--- config.mk ---
export PLATFORM = sky130hd
export DESIGN_NAME = status_link_tx
export DESIGN_NICKNAME = d
export VERILOG_FILES = /design/src/rtl/status_link_tx_pkg.sv /design/src/rtl/status_link_tx_baud_tick_gen.sv /design/src/rtl/status_link_tx.sv
export SDC_FILE = /design/constraint.sdc
export NUM_CORES = 1
export LEC_CHECK = 0
export ABC_AREA = 0
export BUFFER_PORTS_ARGS = -buffer_cell sky130_fd_sc_hd__buf_2
export CORE_ASPECT_RATIO = 1.4
export CORE_MARGIN = 3
export CORE_UTILIZATION = 65
export DETAILED_ROUTE_END_ITERATION = 16
export PLACE_DENSITY = 0.84
export SETUP_SLACK_MARGIN = 0.05
export SLEW_MARGIN = 20
export SYNTH_ARGS = -nofsm -noshare
export SYNTH_HDL_FRONTEND = slang
export SYNTH_SLANG_ARGS = --single-unit
--- constraint.sdc ---
create_clock -name global_clk -period 3.6 [get_ports global_clk]
set_input_delay 0.36 -clock global_clk [delete_from_list [all_inputs] [get_ports global_clk]]
set_output_delay 0.36 -clock global_clk [all_outputs]
set_load 0.01 [all_outputs]
--- src/rtl/status_link_tx_pkg.sv ---
// Shared definitions for the battle-link transmitter: status codes, payload layout, FSM states.
// Frame length depends on the LINK_PARITY_EN build macro.
package status_link_tx_pkg;

  localparam logic [2:0] STAT_IDLE    = 3'd0;
  localparam logic [2:0] STAT_PLAYING = 3'd1;
  localparam logic [2:0] STAT_PAUSED  = 3'd2;
  localparam logic [2:0] STAT_LOST    = 3'd3;
  localparam logic [2:0] STAT_WON     = 3'd4;

  localparam int LINK_STAT_LSB = 0;
  localparam int LINK_SEQ_BIT  = 3;
  localparam int LINK_ATK_LSB  = 4;

`ifdef LINK_PARITY_EN
  localparam int FRAME_BITS = 11;
`else
  localparam int FRAME_BITS = 10;
`endif

  typedef enum logic [2:0] {
    S_IDLE,
    S_START,
    S_DATA,
    S_PARITY,
    S_STOP
  } link_state_t;

  function automatic logic [7:0] pack_payload(logic [2:0] stat, logic seq, logic [3:0] atk);
    logic [7:0] p;
    p = '0;
    p[LINK_STAT_LSB +: 3] = stat;
    p[LINK_SEQ_BIT]       = seq;
    p[LINK_ATK_LSB +: 4]  = atk;
    return p;
  endfunction

endpackage

--- src/rtl/status_link_tx_baud_tick_gen.sv ---
// Bit-period counter: one-cycle tick on the last clock of every serial bit.
// Held at zero while restart is high so a frame always starts on a full bit period.
module baud_tick_gen #(
  parameter int CLKS_PER_BIT = 434
) (
  input  logic global_clk,
  input  logic rst,
  input  logic restart,
  output logic tick
);

  localparam int W = (CLKS_PER_BIT > 1) ? $clog2(CLKS_PER_BIT) : 1;
  localparam logic [W-1:0] LAST = W'(CLKS_PER_BIT - 1);

  logic [W-1:0] cnt;

  always_ff @(posedge global_clk or posedge rst) begin
    if (rst) begin
      cnt <= '0;
    end else if (restart || cnt == LAST) begin
      cnt <= '0;
    end else begin
      cnt <= cnt + 1'b1;
    end
  end

  assign tick = !restart && (cnt == LAST);

endmodule

--- src/rtl/status_link_tx.sv ---
// Battle-link transmitter: sends status code, sequence toggle and pending attack lines as UART frames.
// Define LINK_PARITY_EN to append an even-parity bit after the data bits.
module status_link_tx
  import status_link_tx_pkg::*;
#(
  parameter int CLKS_PER_BIT   = 434,
  parameter int HEARTBEAT_CLKS = 5000000
) (
  input  logic       global_clk,
  input  logic       rst,
  input  logic [2:0] stat_in,
  input  logic [3:0] attack_lines_in,
  input  logic       attack_valid_in,
  output logic       attack_ready_out,
  output logic       tx_out,
  output logic       busy_out,
  output logic       done_out
);

  localparam int HB_W = $clog2(HEARTBEAT_CLKS);
  localparam logic [HB_W-1:0] HB_LAST = HB_W'(HEARTBEAT_CLKS - 1);

  link_state_t     state, state_next;
  logic [2:0]      last_stat;
  logic            seq;
  logic            atk_full;
  logic [3:0]      atk_buf;
  logic [HB_W-1:0] hb_cnt;
  logic [7:0]      shift;
  logic [2:0]      bit_idx;
  logic            tick;
  logic            trigger;
  logic            launch;
  logic            atk_take;
  logic [3:0]      atk_send;
  logic [7:0]      payload;
`ifdef LINK_PARITY_EN
  logic            par_bit;
`endif

  baud_tick_gen #(.CLKS_PER_BIT(CLKS_PER_BIT)) u_baud (
    .global_clk (global_clk),
    .rst        (rst),
    .restart    (state == S_IDLE),
    .tick       (tick)
  );

  assign trigger  = (stat_in != last_stat) || atk_full || (hb_cnt == HB_LAST);
  assign atk_take = attack_valid_in && !atk_full;
  // An attack arriving on the launch edge rides in the same frame instead of waiting for the next one.
  assign atk_send = atk_full ? atk_buf : (atk_take ? attack_lines_in : 4'd0);
  assign payload  = pack_payload(stat_in, seq, atk_send);

  always_comb begin
    state_next = state;
    launch     = 1'b0;
    tx_out     = 1'b1;
    case (state)
      S_IDLE: begin
        if (trigger) begin
          state_next = S_START;
          launch     = 1'b1;
        end
      end
      S_START: begin
        tx_out = 1'b0;
        if (tick) state_next = S_DATA;
      end
      S_DATA: begin
        tx_out = shift[0];
        if (tick && bit_idx == 3'd7) begin
`ifdef LINK_PARITY_EN
          state_next = S_PARITY;
`else
          state_next = S_STOP;
`endif
        end
      end
`ifdef LINK_PARITY_EN
      S_PARITY: begin
        tx_out = par_bit;
        if (tick) state_next = S_STOP;
      end
`endif
      S_STOP: begin
        // Pending work chains straight into the next start bit.
        if (tick) begin
          if (trigger) begin
            state_next = S_START;
            launch     = 1'b1;
          end else begin
            state_next = S_IDLE;
          end
        end
      end
      default: state_next = S_IDLE;
    endcase
  end

  always_ff @(posedge global_clk or posedge rst) begin
    if (rst) begin
      state     <= S_IDLE;
      last_stat <= 3'd0;
      seq       <= 1'b0;
      hb_cnt    <= '0;
      shift     <= 8'd0;
      bit_idx   <= 3'd0;
`ifdef LINK_PARITY_EN
      par_bit   <= 1'b0;
`endif
    end else begin
      state <= state_next;
      if (launch) begin
        shift     <= payload;
        last_stat <= stat_in;
        seq       <= ~seq;
        hb_cnt    <= '0;
`ifdef LINK_PARITY_EN
        par_bit   <= ^payload;
`endif
      end else begin
        if (state == S_DATA && tick) shift <= shift >> 1;
        if (state == S_IDLE && hb_cnt != HB_LAST) hb_cnt <= hb_cnt + 1'b1;
      end
      if (state != S_DATA) begin
        bit_idx <= 3'd0;
      end else if (tick) begin
        bit_idx <= bit_idx + 3'd1;
      end
    end
  end

  always_ff @(posedge global_clk or posedge rst) begin
    if (rst) begin
      atk_full <= 1'b0;
      atk_buf  <= 4'd0;
    end else if (launch) begin
      atk_full <= 1'b0;
    end else if (atk_take) begin
      atk_full <= 1'b1;
      atk_buf  <= attack_lines_in;
    end
  end

  assign attack_ready_out = !atk_full;
  assign busy_out         = (state != S_IDLE);
  assign done_out         = (state == S_STOP) && tick;

endmodule
### Word-level counts from Yosys, hierarchy flattened

Index checks and enable logic that the tools add are counted.

| word-level totals | value |
|---|---|
| bits of input ports | 10 |
| register bits | 55 |
| output and inout bits | 4 |
| logic and storage cells | 67 |

| operators by class | value |
|---|---|
| eq/ne operators | 13 |
| add/sub/neg operators | 3 |
| reductions and logical operators | 19 |
| bitwise gates (word level) | 2 |
| muxes and demuxes | 21 |

Operators by type and width:

| kind | count |
|---|---|
| 23-bit two-way mux | 2 |
| 23-bit by 1-bit adder with 23-bit output (second input constant) | 1 |
| 23-bit == test (second input constant) | 1 |
| 23-bit != test (second input constant) | 1 |
| 3-bit two-way mux | 6 |
| 8-bit two-way mux | 2 |
| 3-bit one-hot mux with 4 select lines | 1 |
| 9-bit by 1-bit adder with 9-bit output (second input constant) | 1 |
| 9-bit == test (second input constant) | 1 |
| 9-bit two-way mux | 1 |
| 4-bit two-way mux | 2 |
| 2-bit != test (second input constant) | 4 |
| 2-bit nonzero test | 4 |
| 3-bit == test (second input constant) | 2 |
| 1-bit logical AND | 6 |
| 1-bit two-way mux | 5 |
| 1-bit one-hot mux with 2 select lines | 2 |
| 4-bit AND reduction | 1 |
| 3-bit by 1-bit adder with 3-bit output (second input constant) | 1 |
| 3-bit by 1-bit == test with 1-bit output (second input constant) | 1 |
| 3-bit by 2-bit == test with 1-bit output (second input constant) | 1 |
| 3-bit logical NOT | 1 |
| 1-bit logical OR | 3 |
| 3-bit by 2-bit != test with 1-bit output (second input constant) | 1 |
| 5 further kinds | 7 |

### Depth between registers and ports, before layout

Gate-level depths: netlist of the first run.

| logic depth | value |
|---|---|
| word-level depth | 8 |
| depth in mapped cells | 10 |
| depth with buffers taken out | 7 |

### Cells and area by module

From an unflattened synthesis of the first run, not the netlist that was laid out.

| second synthesis, totals | value |
|---|---|
| cells, all modules | 280 |
| area total of the unflattened synthesis | 2905.3 um^2 |

By module, submodules not included:

| module | times used | cells an instance | area an instance (um^2) | seq. area each (um^2) |
|---|---|---|---|---|
| status_link_tx | 1 | 231 | 2414.8 | 1151.1 |
| baud_tick_gen | 1 | 49 | 490.5 | 225.2 |

### Worst setup path before layout of the first run

Ideal clock, no wire load.

| path | value |
|---|---|
| kind | register to output |
| from | register u_baud.cnt[1] |
| to | output port done_out |
| path slack | 1586 ps |
| data arrival time | 1654 ps |
| cell stages (with the launch flop) | 6 |
| buffers on the path | 0 |
| required time | 3240 ps |
| cell sequence | dfrtp_1 inv_1 ha_1 nand4b_1 nor2_1 nor4b_1 |

| on the way | value |
|---|---|
| cells in the longest elaborated chain, start to end | 3 |

RTL lines:

| item | line | RTL |
|---|---|---|
| start, declared | status_link_tx_baud_tick_gen.sv:15 | `logic [W-1:0] cnt;` |
| start signal, assigned | status_link_tx_baud_tick_gen.sv:23 | `cnt <= cnt + 1'b1;` |
| 9-bit == test | status_link_tx_baud_tick_gen.sv:27 | `assign tick = !restart && (cnt == LAST);` |
| 1-bit logical AND | status_link_tx_baud_tick_gen.sv:27 |  |
| 1-bit logical AND | status_link_tx.sv:147 | `assign done_out = (state == S_STOP) && tick;` |
| end, declared | status_link_tx.sv:17 | `output logic done_out` |

No other way between the ends.

### Final worst setup path of the first run

| path | value |
|---|---|
| from | register state[0] |
| to | register shift[5] |

| on the way | value |
|---|---|
| cells in the longest elaborated chain, start to end | 6 |
| elaborated cells between the ends (all ways) | 10 |
| classes of those cells | 2 x eq/ne; 3 x mux; 5 x reduce/logical |

RTL lines:

| item | line | RTL |
|---|---|---|
| start, declared | status_link_tx.sv:23 | `link_state_t state, state_next;` |
| start signal, assigned | status_link_tx.sv:112 | `state <= state_next;` |
| 3-bit logical NOT | status_link_tx.sv:44, status_link_tx.sv:58 |  |
| 1-bit logical NOT | status_link_tx_baud_tick_gen.sv:27 |  |
| 1-bit logical AND | status_link_tx_baud_tick_gen.sv:27 |  |
| 1-bit two-way mux | status_link_tx.sv:87 | `if (tick) begin` |
| 1-bit one-hot mux with 2 select lines | status_link_tx.sv:58 | `case (state)` |
| 8-bit two-way mux / 2-bit nonzero test (equally long branches) | - |  |
| end signal, assigned | status_link_tx.sv:114 | `shift <= payload;` |
| end signal, assigned | status_link_tx.sv:122 | `if (state == S_DATA && tick) shift <= shift >> 1;` |
| end, declared | status_link_tx.sv:29 | `logic [7:0] shift;` |

Several ways; a longest one is shown, not always the timed one.
A chain may end at the register's enable or synchronous reset.

==> results of run 1 <==
-- report_power, final --
part / internal [µW] / leakage (µW) / switching, µW
sequential: 623 / 0.000596 / 2.77
clock: 145 / 0.0000467 / 220
combinational: 11.9 / 0.000651 / 18.3
total: 779 / 0.00129 / 241
-- sequential cells by signal (all words and copies together), names as in the netlist --
name / flops
hb_cnt: 23
seq: 1
state: 3
atk_buf: 4
last_stat: 3
bit_idx: 3
shift: 8
u_baud.cnt: 9
atk_full: 1
-- kinds of logic after synthesis --
family | Yosys count | share of synthesized area, %
adder cells (fa/ha/maj) | 5 | 2.182
AO/OA/AOI/OAI | 28 | 6.329
AND/OR/NAND/NOR | 107 | 21.34
multiplexers | 25 | 9.385
flip-flops | 55 | 48.01
XOR/XNOR | 28 | 8.817
buffers and inverters | 15 | 3.928
-- layout make-up --
type / instances / area share (%)
sequential: 55 / 45.27
clock buffer: 5 / 2.263
inverter: 7 / 0.9877
tap: 58 / 2.387
multi-input combinational: 193 / 45.31
timing repair buffer: 16 / 2.881
clock inverter: 3 / 0.9053
-- layer usage --
| layer | track usage (%) | wire length, µm | vias to the layer above | share of wire (%) |
|---|---|---|---|---|
| li1 | - | - | 956 | - |
| met1 | 25.78 | 2144 | 938 | 41 |
| met2 | 39.61 | 2766 | 37 | 53 |
| met3 | 3.079 | 150 | 12 | 2.9 |
| met4 | 10.26 | 116 | 0 | 2.2 |
| met5 | 0 | 0 | - | 0 |
-- cells in the final DEF (no fill, tap or decap), types with 2 or more instances in the layout --
cell	n
sky130_fd_sc_hd__a21oi_1	10
sky130_fd_sc_hd__a22oi_1	3
sky130_fd_sc_hd__and2_1	3
sky130_fd_sc_hd__and3_1	7
sky130_fd_sc_hd__and4_1	4
sky130_fd_sc_hd__and4bb_2	2
sky130_fd_sc_hd__buf_2	13
sky130_fd_sc_hd__buf_4	3
sky130_fd_sc_hd__clkbuf_8	5
sky130_fd_sc_hd__dfrtp_1	55
sky130_fd_sc_hd__ha_1	5
sky130_fd_sc_hd__inv_1	5
sky130_fd_sc_hd__mux2_2	15
sky130_fd_sc_hd__mux2i_1	10
sky130_fd_sc_hd__nand2_1	8
sky130_fd_sc_hd__nand2b_4	2
sky130_fd_sc_hd__nand3_1	9
sky130_fd_sc_hd__nand4_1	8
sky130_fd_sc_hd__nor2_1	39
sky130_fd_sc_hd__nor2b_1	2
sky130_fd_sc_hd__nor3_1	5
sky130_fd_sc_hd__nor4_1	2
sky130_fd_sc_hd__o211ai_1	2
sky130_fd_sc_hd__o21ai_0	6
sky130_fd_sc_hd__o31ai_1	2
sky130_fd_sc_hd__or3_1	6
sky130_fd_sc_hd__or4_1	2
sky130_fd_sc_hd__xnor2_1	14
sky130_fd_sc_hd__xor2_1	13
-- through the flow --
step / power [µW] / utilization (%)
6_report: 1020 / 74.38
3_5_place_dp: 668.5 / 71.99
2_1_floorplan: 655.6 / -
5_1_grt: 1051 / 74.38
4_1_cts: 1022 / 74.35
3_3_place_gp: 667.2 / 71.99
-- path summary, 6_finish.rpt --
check / from / endpoint / slack [ns] / depth (start not counted)
min reg2reg: u_baud.cnt[0] / u_baud.cnt[0] / 0.49 / 1
max in group asynchronous: rst / seq / 2.83 / 3
max reg2reg: state[0] / shift[5] / 0.91 / 7
min in group global_clk: attack_lines_in[2] / atk_buf[2] / 0.28 / 2
min: rst / hb_cnt[12] / 0.18 / 2
max: state[0] / shift[5] / 0.91 / 7
-- worst max-delay path, delay by kind of cell, from the launching register on --
| family | cells | cell delay (ns) |
|---|---|---|
| AOI/OAI and AO/OA | 2 | 0.83 |
| and+or+nand+nor | 2 | 0.72 |
| DFF | 1 | 0.51 |
| buffers and inverters | 2 | 0.35 |
| muxes | 1 | 0.20 |
==> impl_metrics.ini, run 1 <==
[timing]
period_minus_slack_ns = 2.689
final.setup.worst_slack_ns = 0.9105
final-setup-viol-count = 0
worst_slew_margin_rel_pct = 43.69
rsz0062_at_grt = false
slew_worst_pin_ns = 0.8437
finalHoldWorstSlack_ns = 0.1755
max_clock_freq_mhz = 371.8
setup_tns_ns = 0
timing.final.crit_share_pct = 74.71
final_hold_violations = 0
final.setup_skew_ns = 0.008476
final_number_of_max_transition_violations = 0

[synthesis]
post_synth.cell_area_avg_um2 = 10.90
synth-warning-count = 0
ys_top_cells_by_count = 55 x sky130_fd_sc_hd__dfrtp_1, 39 x sky130_fd_sc_hd__nor2_1, 15 x sky130_fd_sc_hd__mux2_2
synth_top_area_cell = sky130_fd_sc_hd__dfrtp_1
synth_top_area_share_pct = 48.01
most_area_consuming_cells_after_synthesis = sky130_fd_sc_hd__dfrtp_1 48%, sky130_fd_sc_hd__mux2_2 5.9%, sky130_fd_sc_hd__nor2_1 5.1%
total_of_flip_flops_plus_latches_after_synthesis = 55
yosys.cell_types.count = 46
synth_nets = 278
synth_edf_count = 0
syn_area_um2 = 2866
ys_seq_area_share_pct = 48.01
syn_inst = 263
postSynth.asyncResetShare_pct = 100.0
yosys.cell_count.top_type = sky130_fd_sc_hd__dfrtp_1
synth_top_flop_cell = sky130_fd_sc_hd__dfrtp_1

[global_routing]
wire_length_of_the_first_global_routing_pass_mm = 9.280
grt.total_usage_pct = 21.99
vias_in_the_first_global_route = 2057
grt.overflow.total = 0
maximum_number_of_pins_on_one_net_before_global_route_repair = 52
grt_antenna_before_repair = 0

[routing]
average_wire_per_standard_cell_um = 15.36
firstDrtPassIters = 4
final_antenna_net_count = 0
drc_violation_count_after_routing = 0
num_vias = 1943
detail_route.wirelength_mm = 5.178
post_drt_via_cell_ratio = 5.766
dr.first_iter.drc_count = 143

[worst_setup_path]
worst-endpoint-required_ns = 3.85
timing_worst_setup_path_type = flop to flop
cp_slowest_stage_delay_ns = 0.69
arrival_time_of_the_worst_setup_path_ns = 2.94
crit_path_end_kind = flop
critical_path.startpoint_type = flop
critPathSlowestCell = sky130_fd_sc_hd__o21a_1
crit_path_max_fanout = 20
worstPathCellList = nor3_4 > inv_4 > o21ai_4 > nor3b_4 > o21a_1 > buf_4 > mux2i_1

[die]
die_area_um2 = 5254
fp-row-count = 27
core_area_um2 = 4088
initial_utilization_pct = 70.13
vert_die_dim_um = 84.58
io_pins = 14
fp.dieW_um = 62.13

[final_layout]
final_cells = 337
drive_gt1_share_pct = 18.28
finalInstanceArea_um2 = 3040
synthToLayoutAreaGrowth_pct = 6.067
multiInputGateArea_um2 = 1378
fill_cells = 285
finish.net_count = 293
seq_area_um2 = 1376
antenna_cells_inserted = 0

[clocking]
ctsHtreeMaxLevel = 2
clock_transition_at_the_registers_of_the_reported_paths_ns = 0.11
cts_sinks = 55
cts_hold_buf = 0
cts_resized = 0
clock_tree.root_cell = sky130_fd_sc_hd__clkbuf_8
tritoncts = yes
clock_tree.buffer_depth = 2
postCtsSetupRepairBufs = 0
worst_skew_pair.late_latency_ns = 0.32
cts_made_buffers = 5

[place]
placedCellCount = 329
detailedPlacementHpwl_mm = 3.785
postPlaceCellArea_um2 = 2943
place.port_buffers = 13
dp_slack_ns = 0.9410
gp_congestion = 0.8210

[power_and_ir_drop]
power.density_nw_per_um2 = 335.4
leakage_uw = 0.001294
ir_drop_uv = 339.4

[job]
cap_violations = 0

[outcome]
result_of_the_run = completed

[min_path]
worst_hold_class = primary input to asynchronous set/reset pin
Power figures use the tool's default switching activity.
==> inputs of run 2 (changes only) <==
Settings changed: CORE_UTILIZATION 65 to 61, PLACE_DENSITY 0.84 to 0.79.
Clock period 3.6 ns to 2.6 ns, I/O delays scaled along.
==> impl_metrics.ini, run 2 (same netlist as run 1, synthesis figures left out) <==
[outcome]
result_of_the_run = completed

[timing]
final-setup-viol-count = 0
final.setup.worst_slack_ns = 0.3982
final_number_of_max_transition_violations = 0
period_minus_slack_ns = 2.202
rsz0062_at_grt = false
final_hold_violations = 0
max_clock_freq_mhz = 454.2
setup_tns_ns = 0
slew_worst_pin_ns = 0.6616
timing.final.crit_share_pct = 84.68
worst_slew_margin_rel_pct = 55.83
final.setup_skew_ns = 0.004249

[final_layout]
drive_gt1_share_pct = 20.91
regMostFlops = hb_cnt
commonest_cells_after_routing_fill_and_taps_aside = 55 x sky130_fd_sc_hd__dfrtp_1, 39 x sky130_fd_sc_hd__nor2_1, 15 x sky130_fd_sc_hd__mux2_2
fill_cells = 335
finish.net_count = 301
max_reg_flops = 23
biggest_regs = hb_cnt (23), u_baud.cnt (9), shift (8)
antenna_cells_inserted = 0
final_cells = 347
finalInstanceArea_um2 = 3119
synthToLayoutAreaGrowth_pct = 8.817
leading_cell_type_in_the_layout_fill_and_taps_excluded = sky130_fd_sc_hd__dfrtp_1

[routing]
num_vias = 2005
final_antenna_net_count = 0
drc_violation_count_after_routing = 0
firstDrtPassIters = 4
post_drt_via_cell_ratio = 5.778
detail_route.wirelength_mm = 5.077
average_wire_per_standard_cell_um = 14.63
dr.first_iter.drc_count = 167

[worst_setup_path]
crit_path_end_kind = flop
cp_slowest_stage_delay_ns = 0.44
critPathSlowestCell = sky130_fd_sc_hd__dfrtp_1
crit_path_max_fanout = 23
critical_path.startpoint_type = flop
worstPathCellList = nor4_1 > nand4_1 > o21ai_0 > o21a_2 > buf_4 > nor2_1
worst-endpoint-required_ns = 2.79
arrival_time_of_the_worst_setup_path_ns = 2.39
timing_worst_setup_path_type = flop to flop

[place]
dp_slack_ns = 0.3111
gp_congestion = 0.8522
place.port_buffers = 13
placedCellCount = 339
postPlaceCellArea_um2 = 3005
detailedPlacementHpwl_mm = 3.753

[clocking]
clock_transition_at_the_registers_of_the_reported_paths_ns = 0.10
tritoncts = yes
cts_made_buffers = 5
ctsHtreeMaxLevel = 2
worst_skew_pair.late_latency_ns = 0.31
postCtsSetupRepairBufs = 0
cts_sinks = 55
clock_tree.root_cell = sky130_fd_sc_hd__clkbuf_8
clock_tree.buffer_depth = 2

[die]
die_area_um2 = 5569
initial_utilization_pct = 65.46
io_pins = 14
fp-row-count = 28
fp.dieW_um = 63.94
core_area_um2 = 4379
vert_die_dim_um = 87.11

[power_and_ir_drop]
design_power_total_uw = 1473
leakage_uw = 0.001347
ir_drop_uv = 505.5
power.density_nw_per_um2 = 472.1

[min_path]
worst_hold_class = primary input to asynchronous set/reset pin

[global_routing]
grt.overflow.total = 0
grt_antenna_before_repair = 0
grt.total_usage_pct = 21.39
maximum_number_of_pins_on_one_net_before_global_route_repair = 33
vias_in_the_first_global_route = 2087
wire_length_of_the_first_global_routing_pass_mm = 9.342

[job]
cap_violations = 0
-- run 2: final timing paths --
| check | startpoint | to | slack [ns] | depth (start not counted) |
|---|---|---|---|---|
| max reg2reg | hb_cnt[7] | hb_cnt[9] | 0.40 | 6 |
| min | rst | state[2] | 0.03 | 2 |
| max | hb_cnt[7] | hb_cnt[9] | 0.40 | 6 |
| min reg2reg | u_baud.cnt[0] | u_baud.cnt[0] | 0.49 | 1 |
| min in group global_clk | attack_lines_in[3] | atk_buf[3] | 0.19 | 2 |
| max in group asynchronous | rst | hb_cnt[13] | 1.91 | 3 |
-- run 2: repair_timing --
action | CTS | global route
endpoints found under the setup margin | 0 | 3
hold buffers | 0 | 0
endpoints found under the hold margin | 0 | 0
resized for setup | 0 | 1
-- run 2: power by group --
part,switching [µW],internal (µW),leakage (µW),total (µW)
combinational,25.9,17.3,0.000693,43.3
sequential,3.82,862,0.000596,866
clock,277,287,0.0000581,564
total,306,1170,0.00135,1470
-- run 2: area by class of cell --
| cell class | count | area, µm² | area share, % |
|---|---|---|---|
| clock inverters | 3 | 43.79 | 1.404 |
| repair buffers | 24 | 147.6 | 4.733 |
| well taps | 60 | 75.07 | 2.407 |
| flip-flops and latches | 55 | 1376 | 44.12 |
| inverters | 7 | 28.78 | 0.9226 |
| multi-input cells | 193 | 1379 | 44.20 |
| clock buffers | 5 | 68.82 | 2.206 |
-- run 2: layer usage --
metal | up-vias | GRT usage (%) | part of all wire (%)
met2 | 39 | 39.51 | 55
met5 | - | 0 | 0
met1 | 983 | 23.51 | 39
met3 | 9 | 4.393 | 3.8
met4 | 0 | 8.841 | 2.0
li1 | 974 | - | -
-- run 2: worst max-delay path, delay by kind of cell (launching register included) --
kind / cells / cell delay [ns]
AO/OA/AOI/OAI: 2 / 0.68
AND/OR/NAND/NOR: 3 / 0.65
flip-flops: 1 / 0.44
buffers and inverters: 1 / 0.31
-- run 2: through the flow --
step                hold WS (ns)  util [%]
floorplan                 0.3850         -
global placement          0.3845     68.63
detailed placement        0.3908     68.63
CTS                      0.05764     71.20
global route             0.07587     71.23
finish                   0.03278     71.23
